$ cat config.mk
export PLATFORM = sky130hd
export DESIGN_NAME = spi_xfer_arbiter
export DESIGN_NICKNAME = d
export VERILOG_FILES = /design/src/rtl/spi_xfer_arbiter.sv
export SDC_FILE = /design/constraint.sdc
export NUM_CORES = 1
export LEC_CHECK = 0
export ABC_AREA = 1
export BUFFER_PORTS_ARGS = -buffer_cell sky130_fd_sc_hd__buf_4
export CELL_PAD_IN_SITES_DETAIL_PLACEMENT = 1
export CELL_PAD_IN_SITES_GLOBAL_PLACEMENT = 2
export CORE_ASPECT_RATIO = 1.4
export CORE_UTILIZATION = 25
export DETAILED_ROUTE_END_ITERATION = 10
export GPL_TIMING_DRIVEN = 1
export PLACE_DENSITY = 0.77
export SYNTH_ARGS = -nofsm -noshare
export SYNTH_HDL_FRONTEND = slang
export SYNTH_SLANG_ARGS = --single-unit
$ cat constraint.sdc
create_clock -name clk -period 2.82 [get_ports clk]
set_input_delay 0.423 -clock clk [delete_from_list [all_inputs] [get_ports clk]]
set_output_delay 0.423 -clock clk [all_outputs]
set_load 0.05 [all_outputs]
$ cat src/rtl/spi_xfer_arbiter.sv
// Round-robin sharing of one 16-bit SPI engine among NUM_REQ requesters, with per-owner CS framing.
// Latency: CS_GAP cycles of CS setup before the first start; word_ack one cycle after engine busy falls.
// Backpressure: requests are level-held; owner must keep tx/div stable until word_ack, others wait.
module spi_xfer_arbiter #(
    parameter int NUM_REQ = 4,
    parameter int CS_GAP  = 4
) (
    input  logic                  clk,
    input  logic                  rst,
    input  logic [NUM_REQ-1:0]    req,
    input  logic [NUM_REQ-1:0]    req_last,
    input  logic [16*NUM_REQ-1:0] req_tx,
    input  logic [16*NUM_REQ-1:0] req_div,
    output logic [NUM_REQ-1:0]    grant,
    output logic [NUM_REQ-1:0]    word_ack,
    output logic [15:0]           rx_data,
    output logic [NUM_REQ-1:0]    spi_cs_n,
    output logic                  eng_start,
    output logic [15:0]           eng_tx,
    output logic [15:0]           eng_divisor,
    input  logic                  eng_busy,
    input  logic [15:0]           eng_rx
);
    localparam int IW = (NUM_REQ > 1) ? $clog2(NUM_REQ) : 1;

    localparam logic [2:0] S_IDLE      = 3'd0;
    localparam logic [2:0] S_CS_SETUP  = 3'd1;
    localparam logic [2:0] S_START     = 3'd2;
    localparam logic [2:0] S_WAIT_BUSY = 3'd3;
    localparam logic [2:0] S_WAIT_DONE = 3'd4;
    localparam logic [2:0] S_ACK       = 3'd5;
    localparam logic [2:0] S_CS_HOLD   = 3'd6;

    localparam logic [7:0]         GAP = 8'(CS_GAP);
    localparam logic [NUM_REQ-1:0] ONE = NUM_REQ'(1);

    logic [2:0]    state;
    logic [IW-1:0] rr_ptr;
    logic [IW-1:0] owner;
    logic [IW-1:0] pick;
    logic          pick_vld;
    logic [7:0]    gap_cnt;
    logic          last_flag;
    logic [15:0]   owner_tx;
    logic [15:0]   owner_div;
    logic [IW-1:0] rr_next;

    // Scan downwards so the requester closest to rr_ptr is the last writer and wins.
    always_comb begin : pick_scan
        int            idx;
        logic [IW-1:0] idx_s;
        idx      = 0;
        idx_s    = '0;
        pick     = rr_ptr;
        pick_vld = 1'b0;
        for (int k = NUM_REQ - 1; k >= 0; k--) begin
            idx = int'(rr_ptr) + k;
            if (idx >= NUM_REQ) begin
                idx = idx - NUM_REQ;
            end
            idx_s = IW'(idx);
            if (req[idx_s]) begin
                pick     = idx_s;
                pick_vld = 1'b1;
            end
        end
    end

    always_comb begin
        owner_tx  = req_tx[15:0];
        owner_div = req_div[15:0];
        for (int i = 0; i < NUM_REQ; i++) begin
            if (owner == IW'(i)) begin
                owner_tx  = req_tx[16*i +: 16];
                owner_div = req_div[16*i +: 16];
            end
        end
    end

    assign rr_next = (owner == IW'(NUM_REQ - 1)) ? '0 : owner + IW'(1);

    always_ff @(posedge clk or posedge rst) begin
        if (rst) begin
            state       <= S_IDLE;
            rr_ptr      <= '0;
            owner       <= '0;
            gap_cnt     <= '0;
            last_flag   <= 1'b0;
            grant       <= '0;
            word_ack    <= '0;
            rx_data     <= '0;
            spi_cs_n    <= '1;
            eng_start   <= 1'b0;
            eng_tx      <= '0;
            eng_divisor <= '0;
        end else begin
            eng_start <= 1'b0;
            word_ack  <= '0;
            case (state)
                S_IDLE: begin
                    if (pick_vld) begin
                        owner    <= pick;
                        grant    <= ONE << pick;
                        spi_cs_n <= ~(ONE << pick);
                        gap_cnt  <= GAP;
                        state    <= S_CS_SETUP;
                    end
                end
                S_CS_SETUP: begin
                    gap_cnt <= gap_cnt - 8'd1;
                    if (gap_cnt == 8'd1) begin
                        // Word parameters are captured as START is entered, so they are valid with eng_start.
                        eng_start   <= 1'b1;
                        eng_tx      <= owner_tx;
                        eng_divisor <= owner_div;
                        last_flag   <= req_last[owner];
                        state       <= S_START;
                    end
                end
                S_START: begin
                    state <= S_WAIT_BUSY;
                end
                S_WAIT_BUSY: begin
                    if (eng_busy) begin
                        state <= S_WAIT_DONE;
                    end
                end
                S_WAIT_DONE: begin
                    if (!eng_busy) begin
                        rx_data  <= eng_rx;
                        word_ack <= grant;
                        state    <= S_ACK;
                    end
                end
                S_ACK: begin
                    if (last_flag || !req[owner]) begin
                        gap_cnt <= GAP;
                        state   <= S_CS_HOLD;
                    end else begin
                        eng_start   <= 1'b1;
                        eng_tx      <= owner_tx;
                        eng_divisor <= owner_div;
                        last_flag   <= req_last[owner];
                        state       <= S_START;
                    end
                end
                S_CS_HOLD: begin
                    gap_cnt <= gap_cnt - 8'd1;
                    if (gap_cnt == 8'd1) begin
                        spi_cs_n <= '1;
                        grant    <= '0;
                        rr_ptr   <= rr_next;
                        state    <= S_IDLE;
                    end
                end
                default: begin
                    state <= S_IDLE;
                end
            endcase
        end
    end
endmodule

Word-level counts from Yosys, hierarchy flattened
Index checks and enable logic that the tools add are counted.
{ "op_classes": {"addsub": 9, "mul": 0, "n_div": 0, "n_lt_le_gt_ge": 9, "eq_ne": 17, "shift": 1, "muxes": 61, "bitwise": 2, "n_reduce_logical": 14} }
{ "op_table": {"columns": ["op", "count"], "rows": [
  ["16-bit 2-to-1 mux", 10],
  ["16-bit case mux with 2 select lines", 2],
  ["4-bit 2-to-1 mux", 6],
  ["8-bit case mux with 3 select lines", 1],
  ["3-bit case mux with 7 select lines", 1],
  ["2-bit 2-to-1 mux", 9],
  ["3-bit 2-to-1 mux", 6],
  ["8-bit 2-to-1 mux", 2],
  ["4-bit case mux with 2 select lines", 2],
  ["2-bit by 3-bit less-than comparator with 1-bit output, second input constant", 5],
  ["1-bit 2-to-1 mux", 14],
  ["2-bit inequality test, second input constant", 7],
  ["1-bit binary-select mux with 2-bit select", 6],
  ["3-bit equality test, second input constant", 3],
  ["3-bit >= comparator, second input constant", 3],
  ["3-bit AND reduction", 3],
  ["8-bit by 1-bit equality test with 1-bit output, second input constant", 1],
  ["2-bit by 1-bit subtractor with 2-bit output, second input constant", 4],
  ["8-bit by 1-bit subtractor with 8-bit output, second input constant", 1],
  ["2-bit by 2-bit adder with 3-bit output, second input constant", 2],
  ["3-bit by 2-bit equality test with 1-bit output, second input constant", 2],
  ["2-bit AND reduction", 3],
  ["5-bit AND reduction", 1],
  ["2-bit equality test, second input constant", 2],
  ["other kinds (15)", 17]
]} }
{ "totals": {"regBits": 77, "latch_bits": 0, "mem_bits_rw": 0, "mem_bits_ro": 0, "word_cells": 125, "mem_count": 0} }

Longest topological paths before layout
{ "logic_depth": {"word_depth": 13, "mapped_depth": 14, "mapped_depth_nobuf": 13} }

Worst setup path before layout
OpenSTA, ideal clock, no wires.
{ "synth_path": {"kind": "reg2reg", "start": "register owner[0]", "end": "register eng_divisor[0]", "setup_time_ns": 0.083, "arrival_time_ns": 1.604, "slack_ns": 1.134, "path_stages_with_launch": 9, "cell_sequence": "dfrtp_1 -> inv_1 -> ha_1 -> clkbuf_1 -> clkbuf_1 -> nand2_1 -> o211ai_1 -> o21ai_0 -> o21ai_0"} }
{ "synth_between": {"elab_chain_len": 6, "elab_cells_between_ends": 15, "classes_between": "eq/ne (4); mux (8); reduce/logical (3)"} }
{ "synth_lines": {"columns": ["element", "line", "rtl"], "rows": [
  ["from (decl)", "39", "logic [IW-1:0] owner;"],
  ["from (signal assigned)", "102", "owner <= pick;"],
  ["2-bit by 1-bit equality test with 1-bit output or 1-bit binary-select mux with 2-bit select (tied branches)", "73, 136", null],
  ["16-bit 2-to-1 mux or 1-bit 2-to-1 mux (tied branches)", "73, 136", null],
  ["16-bit 2-to-1 mux or 1-bit logical NOT (tied branches)", "73, 136", null],
  ["16-bit 2-to-1 mux or 1-bit logical OR (tied branches)", "73, 136", null],
  ["16-bit 2-to-1 mux (tied with other cells)", "136", "if (last_flag || !req[owner]) begin"],
  ["16-bit case mux with 2 select lines or 3-bit AND reduction (tied branches)", null, null],
  ["to (signal assigned)", "115", "eng_divisor <= owner_div;"],
  ["to (signal assigned)", "142", "eng_divisor <= owner_div;"],
  ["to (decl)", "20", "output logic [15:0] eng_divisor,"]
]} }
Several ways; a longest one is shown, not always the timed one. The select of a mux whose other input is x is not followed.
A chain may end at the register's enable or synchronous reset.

Worst setup path in the final report
{ "layout_path": {"start": "register owner[0]", "end": "register eng_tx[5]"} }
{ "layout_between": {"elab_chain_len": 6, "elab_cells_between_ends": 15, "classes_between": "eq/ne (4); mux (8); reduce/logical (3)"} }
{ "layout_lines": {"columns": ["element", "line", "rtl"], "rows": [
  ["2-bit by 1-bit equality test with 1-bit output or 1-bit binary-select mux with 2-bit select (tied branches)", "73, 136", null],
  ["16-bit 2-to-1 mux or 1-bit 2-to-1 mux (tied branches)", "73, 136", null],
  ["16-bit 2-to-1 mux or 1-bit logical NOT (tied branches)", "73, 136", null],
  ["16-bit 2-to-1 mux or 1-bit logical OR (tied branches)", "73, 136", null],
  ["16-bit 2-to-1 mux (tied with other cells)", "136", null],
  ["16-bit case mux with 2 select lines or 3-bit AND reduction (tied branches)", null, null],
  ["to (signal assigned)", "114", "eng_tx <= owner_tx;"],
  ["to (signal assigned)", "141", "eng_tx <= owner_tx;"],
  ["to (decl)", "19", "output logic [15:0] eng_tx,"]
]} }
Several ways; a longest one is shown, not always the timed one. The select of a mux whose other input is x is not followed.

==> metrics.log <==
[metrics] run status: finished, final reports clean
[metrics] total negative setup slack: 0 ps
[metrics] CP max stage delay: approximately 560 ps
[metrics] routability cong.: 0.7710
[metrics] Clk network pwr share: 0.145
[metrics] Iteration-0 DRC Markers: 204
[metrics] adder-cell share of the synthesized area: 0.01435
[metrics] critical path peak fanout: 30
[metrics] number of failing hold endpoints at the final stage: 0
[metrics] main combinational cell family by area after synthesis: simple AND/OR/NAND/NOR gates
[metrics] total net switching power: between 3 and 4 mW
[metrics] share of total power in sequential cells: 0.253
[metrics] count of TritonRoute iterations in the first routing pass: 4
[metrics] xor and xnor fraction of the mapped netlist area: 0.004018
[metrics] number of global-route vias before repair: approximately 4600
[metrics] path category of the worst min-delay check: in2async
[metrics] Initial Utilization: 0.2582
[metrics] Buffers on Ports: roughly 220
[metrics] commonest cells after routing, fill and taps aside: sky130_fd_sc_hd__buf_4 (217), sky130_fd_sc_hd__nand2_1 (147), sky130_fd_sc_hd__dfrtp_1 (73), sky130_fd_sc_hd__o21ai_0 (72), sky130_fd_sc_hd__o211ai_1 (34)
[metrics] type of the worst setup path: reg2reg
[metrics] slowest cell on the critical path: sky130_fd_sc_hd__ha_2
[metrics] cell area after layout: approximately 6500 um2
[metrics] CTS sink cnt: 77
[metrics] Resized cells post-CTS: 0
[metrics] Largest delay share family, worst path: adder cells
[metrics] I/O pin cnt: about 220
[metrics] total area of multi-input combinational cells: roughly 2200 um2
[metrics] vias per std cell: 4.568
[metrics] synthesis-to-layout area growth: 49.91%
[metrics] first-pass GRT wire length: around 23 mm
[metrics] async set-reset flop share out of synthesis: 1.000
[metrics] sequential-to-total area share from yosys stat: 0.4432
[metrics] final net count: roughly 890
[metrics] total detailed-routing wirelength: roughly 15 mm
[metrics] fraction of the cycle the final worst path needs: 0.6999
[metrics] Die Span Y: roughly 160 um
[metrics] total via count after detailed routing: approximately 4400
[metrics] max-capacitance violation count: 0
[metrics] cell taking the most area after synthesis: sky130_fd_sc_hd__dfrtp_1
[metrics] top flip-flop cell by instance count after synthesis: sky130_fd_sc_hd__dfrtp_1
[metrics] CTS tree: yes
[metrics] relative slew slack: 0.6080
[metrics] count of flip-flops with a built-in enable after synthesis: 0
[metrics] basic-gate share of the synthesized area counting and, or, nand and nor cells: 0.2006
[metrics] GRT Overall Usage: 0.1701
[metrics] most common cell type on the critical path: sky130_fd_sc_hd__o21ai_0
[metrics] post-synthesis cell type count: 32
[metrics] cell-by-cell listing of the critical path: inv_1 -> ha_2 -> buf_12 -> nand2_1 -> o211ai_1 -> o21ai_0 -> o21ai_0
[metrics] proportion of synthesized area in mux cells: 0.1148
[metrics] CTS Hold Bufs: 0
[metrics] net switching share of the total power: 0.5088
[metrics] final worst setup slack: around 850 ps
[metrics] areal power density over the cells: about 1200 nW/um2
[metrics] H-tree Lvls: 3
[metrics] Arrival @ worst endpoint: roughly 2200 ps
[metrics] gr ovfl total: 0
[metrics] Clk Tree Root Cell: sky130_fd_sc_hd__clkbuf_16
[metrics] Synth Cell Area: between 4000 and 5000 um2
[metrics] antenna violations before repair: 0
[metrics] Leak Pwr: between 3 and 4 nW
[metrics] mean instance size in the synthesized netlist: 8.303 um2
[metrics] clock latency on the worst-skew pair: between 300 and 400 ps
[metrics] yosys warns: 0
[metrics] core area: 16890 um2
[metrics] kind of end point of the critical path: flip-flop
[metrics] number of synthesized register bits: 77
[metrics] area occupied by registers: about 1900 um2
[metrics] Placement Setup Slack: around 800 ps
[metrics] post-synthesis compound-gate area fraction: 0.1616
[metrics] Req. time, crit path: 3080 ps
[metrics] count of pins over their slew limit: 0
[metrics] number of placement rows: 56
[metrics] Bufs and invs on worst path: 2
[metrics] DRC violation count after routing: 0
[metrics] share of layout cells above drive strength 1: 0.3859
[metrics] die area: about 18000 um2
[metrics] DP Wirelength: 11.75 mm
[metrics] slew at the pin with the worst max-slew slack: 588.0 ps
[metrics] RSZ-0062 raised after global routing: no
[metrics] maximum number of pins on one net before global-route repair: 65
[metrics] width of the die: approximately 110 um
[metrics] final setup violating endpoints: 0
[metrics] total of fill cells in the finished design: slightly above 2000
[metrics] Inserted Clock Buffers: 9
[metrics] Reg clk slew, reported paths: 60 ps
[metrics] Comb power frac: 0.601
[metrics] minimum clock period: 1974 ps
[metrics] fraction of synthesized cell area taken by the top area cell type: 0.4191
[metrics] Syn Inst Count: 525
[metrics] commonest non-fill, non-tap cell in the layout: sky130_fd_sc_hd__buf_4
[metrics] buffers inserted during post-CTS setup optimization: 0
[metrics] Critical Path Start Type: flip-flop
[metrics] Inserted Diodes: 0
[metrics] post-DR wirelength/cell: ~16 um
[metrics] Clock Tree Buf Depth: 2
[metrics] Mapped Nets: 685
[metrics] upper clock frequency limit: around 0.5 GHz
[metrics] internal power: between 3 and 4 mW
[metrics] residual antenna-violating net count after detailed routing: 0
[metrics] Max Clock Skew: around 8.0 ps
[metrics] placement-stage cell area: around 6200 um2
[metrics] cells taking the most area after synthesis: sky130_fd_sc_hd__dfrtp_1 (42%), sky130_fd_sc_hd__nand2_1 (13%), sky130_fd_sc_hd__o21ai_0 (8.3%)
[metrics] maximum ir drop on the vdd rail: 0.5564 mV
synthesized netlist by cell type (2+ instances only):
library cell               count
sky130_fd_sc_hd__nand2_4       2
sky130_fd_sc_hd__nor2_1       20
sky130_fd_sc_hd__ha_1          5
sky130_fd_sc_hd__dfstp_2       4
sky130_fd_sc_hd__o21ai_0      72
sky130_fd_sc_hd__buf_1         4
sky130_fd_sc_hd__nand2_1     147
sky130_fd_sc_hd__clkbuf_1     10
sky130_fd_sc_hd__o211ai_1     34
sky130_fd_sc_hd__inv_2         7
sky130_fd_sc_hd__nand2_2       7
sky130_fd_sc_hd__buf_2        11
sky130_fd_sc_hd__dfrtp_1      73
sky130_fd_sc_hd__mux2_2       16
sky130_fd_sc_hd__xnor2_1       2
sky130_fd_sc_hd__nand4_1       3
sky130_fd_sc_hd__nand3_2       2
sky130_fd_sc_hd__or2_0         2
sky130_fd_sc_hd__inv_1        31
sky130_fd_sc_hd__nand3_1      19
sky130_fd_sc_hd__a21oi_1       5
sky130_fd_sc_hd__mux2i_1      32
sky130_fd_sc_hd__o21ai_1       8
metal layers:
metal	routed length (um)	share of wire	track usage	up-vias
met1	5692	0.38	0.1815	2106
met4	112	0.0075	0.04511	0
met5	0	0	0	-
li1	-	-	-	2177
met2	8181	0.54	0.3208	132
met3	1032	0.069	0.05207	7
power groups by stage:
stage	Sequential, mW	Clock (mW)	Combinational (mW)
floorplan	3.32	0	1.97
global placement	1.99	0	4.70
detailed placement	2.01	0	4.79
CTS	2.00	1.19	4.80
global route	2.06	1.23	5.15
finish	1.99	1.14	4.71
through the flow:
| step | power (mW) | hold slack [ps] | instances | utilization |
|---|---|---|---|---|
| after floorplan | 5.293 | 449.8 | 525 | - |
| final | 7.837 | 103.3 | 968 | 0.3870 |
| after global placement | 6.691 | 467.5 | 952 | 0.3699 |
| after global routing | 8.442 | 141.4 | 968 | 0.3870 |
| after detailed placement | 6.801 | 478.6 | 952 | 0.3699 |
| after CTS | 7.984 | 123.2 | 968 | 0.3870 |
state kept, by name, indices dropped and copies added (netlist names):
| signal | flops |
|---|---|
| eng_divisor | 16 |
| eng_tx | 16 |
| rx_data | 16 |
| gap_cnt | 8 |
| grant | 4 |
| spi_cs_n | 4 |
| word_ack | 4 |
| state | 3 |
| owner | 2 |
| rr_ptr | 2 |
| eng_start | 1 |
| last_flag | 1 |
cell families after synthesis:
group                    Yosys count
flip-flops                        77
AO/OA/AOI/OAI                    122
XOR/XNOR                           2
buffers and inverters             65
adder cells (fa/ha/maj)            5
AND/OR/NAND/NOR                  206
multiplexers                      48
cell type report:
| class | instances | share of cell area |
|---|---|---|
| well taps | 232 | 0.04442 |
| repair buffers | 221 | 0.2615 |
| clock buffers | 9 | 0.03446 |
| flip-flops and latches | 77 | 0.2956 |
| clock inverters | 7 | 0.009764 |
| multi-input cells | 383 | 0.3312 |
| inverters | 39 | 0.02298 |
path summary, 6_finish.rpt:
| path | start | slack (ps) | cells after the start | to |
|---|---|---|---|---|
| setup / recovery | owner[0]$_DFFE_PP0P_ | 850 | 7 | eng_tx[5]$_DFFE_PP0P_ |
| max in group asynchronous | rst | 2000 | 3 | spi_cs_n[3]$_DFFE_PP1P_ |
| hold / removal | rst | 100 | 2 | eng_tx[0]$_DFFE_PP0P_ |
| hold reg to reg | eng_divisor[12]$_DFFE_PP0P_ | 490 | 2 | eng_divisor[12]$_DFFE_PP0P_ |
| min in group clk | eng_rx[3] | 300 | 2 | rx_data[3]$_DFFE_PP0P_ |
| setup reg to reg | owner[0]$_DFFE_PP0P_ | 850 | 7 | eng_tx[5]$_DFFE_PP0P_ |
Power figures use the tool's default switching activity.
